==> config.mk <==
export PLATFORM = sky130hd
export DESIGN_NAME = uart_tx_sched
export DESIGN_NICKNAME = d
export VERILOG_FILES = /design/src/rtl/uart_sched_pkg.sv /design/src/rtl/rr_arbiter.sv /design/src/rtl/uart_tx_sched.sv
export SDC_FILE = /design/constraint.sdc
export NUM_CORES = 1
export LEC_CHECK = 0
export CAP_MARGIN = 20
export CORE_MARGIN = 2
export CORE_UTILIZATION = 40
export CTS_CLUSTER_SIZE = 10
export DETAILED_ROUTE_END_ITERATION = 8
export MAX_ROUTING_LAYER = met4
export PLACE_DENSITY = 0.76
export SETUP_SLACK_MARGIN = 0.15
export SLEW_MARGIN = 0
export SYNTH_ARGS = -nofsm -noshare
export SYNTH_HDL_FRONTEND = slang
export SYNTH_HIERARCHICAL = 1
export SYNTH_SLANG_ARGS = --single-unit
==> constraint.sdc <==
create_clock -name clk -period 2.2 [get_ports clk]
set_input_delay 0.44 -clock clk [delete_from_list [all_inputs] [get_ports clk]]
set_output_delay 0.44 -clock clk [all_outputs]
set_load 0.005 [all_outputs]
==> src/rtl/uart_sched_pkg.sv <==
// Shared types and helpers for the UART packet scheduler.
package uart_sched_pkg;

  typedef enum logic [2:0] {
    ST_IDLE    = 3'd0,
    ST_ISSUE   = 3'd1,
    ST_WAIT_HI = 3'd2,
    ST_WAIT_LO = 3'd3,
    ST_FETCH   = 3'd4
  } sched_state_t;

  localparam logic [7:0] HDR_NIBBLE_MASK = 8'h0F;

  // Channel header: base in the high nibble, requester index in the low nibble.
  function automatic logic [7:0] make_hdr(input logic [7:0] base, input logic [3:0] idx);
    return (base & ~HDR_NIBBLE_MASK) | {4'h0, idx};
  endfunction

endpackage

==> src/rtl/rr_arbiter.sv <==
// Combinational rotate-priority arbiter: first request at or after ptr+1 wins.
module rr_arbiter #(
  parameter int unsigned N = 4
) (
  input  logic [N-1:0]         req,
  input  logic [$clog2(N)-1:0] ptr,
  output logic [$clog2(N)-1:0] gnt_idx,
  output logic                 gnt_any
);

  localparam int unsigned GW = $clog2(N);

  int unsigned idx;

  always_comb begin
    gnt_idx = '0;
    gnt_any = 1'b0;
    idx     = 0;
    for (int unsigned k = 1; k <= N; k++) begin
      idx = 32'(ptr) + k;
      if (idx >= N) idx = idx - N;
      if (!gnt_any && req[GW'(idx)]) begin
        gnt_any = 1'b1;
        gnt_idx = GW'(idx);
      end
    end
  end

endmodule

==> src/rtl/uart_tx_sched.sv <==
// Round-robin packet scheduler sharing one byte-serial UART transmitter
// between N_REQ stream sources, prefixing each packet with a channel header.
module uart_tx_sched
  import uart_sched_pkg::*;
#(
  parameter int unsigned N_REQ    = 4,
  parameter logic [7:0]  HDR_BASE = 8'hA0
) (
  input  logic                        clk,
  input  logic                        rst_n,
  input  logic                        en_i,
  input  logic [N_REQ-1:0]            req_valid_i,
  input  logic [N_REQ-1:0][7:0]       req_data_i,
  input  logic [N_REQ-1:0]            req_last_i,
  output logic [N_REQ-1:0]            req_ready_o,
  output logic [7:0]                  uart_data_o,
  output logic                        uart_valid_o,
  input  logic                        uart_busy_i,
  output logic [$clog2(N_REQ)-1:0]    grant_o,
  output logic                        active_o
);

  localparam int unsigned GW = $clog2(N_REQ);

  sched_state_t  state;
  logic [7:0]    byte_q;
  logic          last_q;
  logic [GW-1:0] grant_q;
  logic [GW-1:0] rr_ptr;
  logic [GW-1:0] arb_idx;
  logic          arb_any;

  rr_arbiter #(.N(N_REQ)) u_arb (
    .req     (req_valid_i),
    .ptr     (rr_ptr),
    .gnt_idx (arb_idx),
    .gnt_any (arb_any)
  );

  assign uart_data_o = byte_q;
  assign grant_o     = grant_q;

  // Packet FSM; strobe, ready and active are registered alongside the state.
  always_ff @(posedge clk or negedge rst_n) begin
    if (!rst_n) begin
      state        <= ST_IDLE;
      byte_q       <= 8'h00;
      last_q       <= 1'b0;
      grant_q      <= '0;
      rr_ptr       <= GW'(N_REQ - 1);
      uart_valid_o <= 1'b0;
      req_ready_o  <= '0;
      active_o     <= 1'b0;
    end else begin
      uart_valid_o <= 1'b0;
      case (state)
        ST_IDLE: begin
          if (en_i && arb_any) begin
            grant_q      <= arb_idx;
            rr_ptr       <= arb_idx;
            byte_q       <= make_hdr(HDR_BASE, 4'(arb_idx));
            last_q       <= 1'b0;
            uart_valid_o <= 1'b1;
            active_o     <= 1'b1;
            state        <= ST_ISSUE;
          end
        end
        ST_ISSUE: state <= ST_WAIT_HI;
        ST_WAIT_HI: begin
          if (uart_busy_i) state <= ST_WAIT_LO;
        end
        ST_WAIT_LO: begin
          if (!uart_busy_i) begin
            if (last_q) begin
              active_o <= 1'b0;
              state    <= ST_IDLE;
            end else begin
              req_ready_o <= N_REQ'(1) << grant_q;
              state       <= ST_FETCH;
            end
          end
        end
        ST_FETCH: begin
          if (req_valid_i[grant_q]) begin
            byte_q       <= req_data_i[grant_q];
            last_q       <= req_last_i[grant_q];
            uart_valid_o <= 1'b1;
            req_ready_o  <= '0;
            state        <= ST_ISSUE;
          end
        end
        default: begin
          req_ready_o <= '0;
          active_o    <= 1'b0;
          state       <= ST_IDLE;
        end
      endcase
    end
  end

endmodule

==> metrics.cfg <==
[status]
status = finished clean

[layout]
final_layout_size_suffix_gt1_share_pct = 28.0
final_common_cell = clkdlybuf4s50_1
multiInputGateArea_sq_um = 751
final_nets = 220
syn_to_final_growth_pct = 52.5
final_util_pct = 62.7
final.fill_count = 294
layout_common_cells = clkdlybuf4s50_1, dfrtp_1, mux4_2, mux2_2, buf_4
n_antenna_cell = 0
seqCellArea_sq_um = 553

[worst_hold_path]
hp-class = primary input to asynchronous set/reset pin

[drt]
vias = 1205
wl_per_cell_microns = 15.3
viasPerCell = 5.45
route.detailed.drc = 0
dr.pass1.iters = 4
drt-initial-drc-count = 28
drtAntennaViolNets = 0
postRouteWirelength_microns = 3390

[setup_path]
cp.buffers_inverters = 2
worstPathRequired_ns = 1.76
rr_worst_depth = 3
slowest_stage = clkdlybuf4s50_1
r2r_setup_slack_ns = 0.44
cp-start-kind = flip-flop
worstPathArrival_ns = 1.48
cp_cell_sequence = buf_6, clkdlybuf4s50_1
worstSetupEndpointType = output pin
critPathMaxFanout = 15
max_stage_delay_ns = 0.53
crit_family = buffers and inverters
worstSetupPathType = flip-flop to output pin
r2r-end = req_ready_o[2]
r2r_start = state[1]

[sta]
skew_ns = 0.0108
fmax_mhz = 520
rsz0062_at_grt = no
setup_viol = 0
tns_ns = 0
maxSlewViolCount = 0
setup_slack_ns = 0.278
period_share_pct = 87.4
hold_viol = 0
tightest_slew_ns = 0.523
final.min_clock_period_ns = 1.92
maxSlewHeadroom_pct = 65.0

[synthesis]
syn_area_per_cell_sq_um = 12.6
netlist_instances = 108
netlist_area_sq_mm = 0.00136
ys.flop_type = dfrtp_1
synth_nets = 152
synth_seq_cells = 22
ys_warn_count = 6
synth_cell_types = 39
synth_edf_count = 0
synthArstFlopShare_pct = 100
ys_seq_area_share_pct = 40.6

[clock_network]
clkTransAtPathRegs_ns = 0.12
cts_buffer_depth = 2
holdBufCountCts = 0
cts_buffers = 3
insertion_delay_ns = 0.32
cts_tree = built
h-tree-depth = 1
cts.sinks = 22
post_cts_buffers = 0
cts-root-buf = clkbuf_4

[place]
pre_cts_slack_ns = 0.00432
portBuffers = 59
dp_hpwl_microns = 2740
gp_congestion = 0.752

[floorplan]
rows = 21
die_area_sq_mm = 0.00389
io_pins = 60
die_w_microns = 62.3
start_util_pct = 41.1
fp.dieH_microns = 62.3
core_sq_mm = 0.00331

[grt]
antenna_found_initial = 0
grt_usage_pct = 19.8
grt_max_degree = 23
overflow = 0
grt_pass1_vias = 1327
grt_pass1_wl_microns = 5910

[job]
drv_cap = 0

[power]
power.leakage_nw = 0.875
peakVddDrop_mv = 0.371
powerDensity_mw_per_mm2 = 1070

cell usage after synthesis, types with 2 or more instances:
cell	n	area (sq um)
a221o_1	2	20.0
mux2_2	10	113
inv_1	3	11.3
clkbuf_1	3	11.3
mux4_2	10	225
buf_6	2	22.5
nor4bb_1	2	20.0
nor4b_1	2	17.5
dfstp_2	2	52.6
nand2_1	3	11.3
nand2b_1	4	25.0
o21bai_1	2	15.0
dfrtp_1	20	500
and3_1	7	43.8
a31o_2	5	43.8
a21oi_1	3	15.0
nand3_1	2	10.0
nor2_1	5	18.8
per-layer routing:
layer  global-route usage, %  vias up  wire, microns  share of wire, %
met5                       -        -              0                 0
met4                    10.0        0            101               3.0
met3                    1.63       11            116               3.4
met2                    35.7       43           1870                55
met1                    22.0      589           1300                38
li1                        -      562              -                 -
state kept, by name, summed over array words and instances, names as in the netlist:
name          cells
uart_data_o       8
req_ready_o       4
state             3
grant_o           2
rr_ptr            2
active_o          1
last_q            1
uart_valid_o      1
cells by family after synthesis:
group,count (synthesis),synth area share [%]
buffers and inverters,10,4.23
AOI/OAI and AO/OA,20,12.9
DFF,22,40.6
and+or+nand+nor,35,16.7
muxes,21,25.6
where the power goes:
group,switching (W),total [W],internal (W)
combinational,0.000465,0.00126,0.000794
sequential,0.000169,0.000771,0.000603
clock,0.000124,0.000195,0.0000710
timing repair:
action / CTS / global route
resized for setup: 0 / 1
setup endpoints to repair: 0 / 1
hold endpoints to repair: 0 / 0
final cells by class:
cell class / count / share of cell area [%]
clock buffers: 4 / 1.27
inverters: 3 / 0.542
multi-input cells: 76 / 36.2
flip-flops and latches: 22 / 26.6
well taps: 46 / 2.77
repair buffers: 70 / 32.6
how the worst max path moves through the flow:
stage	start	slack (ns)	cells after the start	end
2_1_floorplan	grant_o[0]	0.46	4	req_ready_o[0]
6_report	grant_o[0]	0.28	2	grant_o[0]
5_1_grt	req_valid_i[3]	0.18	7	rr_ptr[0]
4_1_cts	grant_o[0]	0.20	2	grant_o[0]
3_5_place_dp	req_valid_i[1]	0.004	4	req_ready_o[2]
3_3_place_gp	req_valid_i[1]	0.06	4	req_ready_o[0]
metrics by stage:
| step | instances | cell area, sq um | power, W | hold slack (ns) |
|---|---|---|---|---|
| after floorplan | 108 | 1360 | 0.00152 | 0.144 |
| after detailed placement | 217 | 2050 | 0.00204 | 0.499 |
| final | 221 | 2080 | 0.00223 | 0.447 |
| after CTS | 221 | 2070 | 0.00224 | 0.455 |
| after global routing | 221 | 2080 | 0.00237 | 0.478 |
| after global placement | 217 | 2050 | 0.00199 | 0.495 |
No activity file was read; power rests on OpenSTA's default activity.
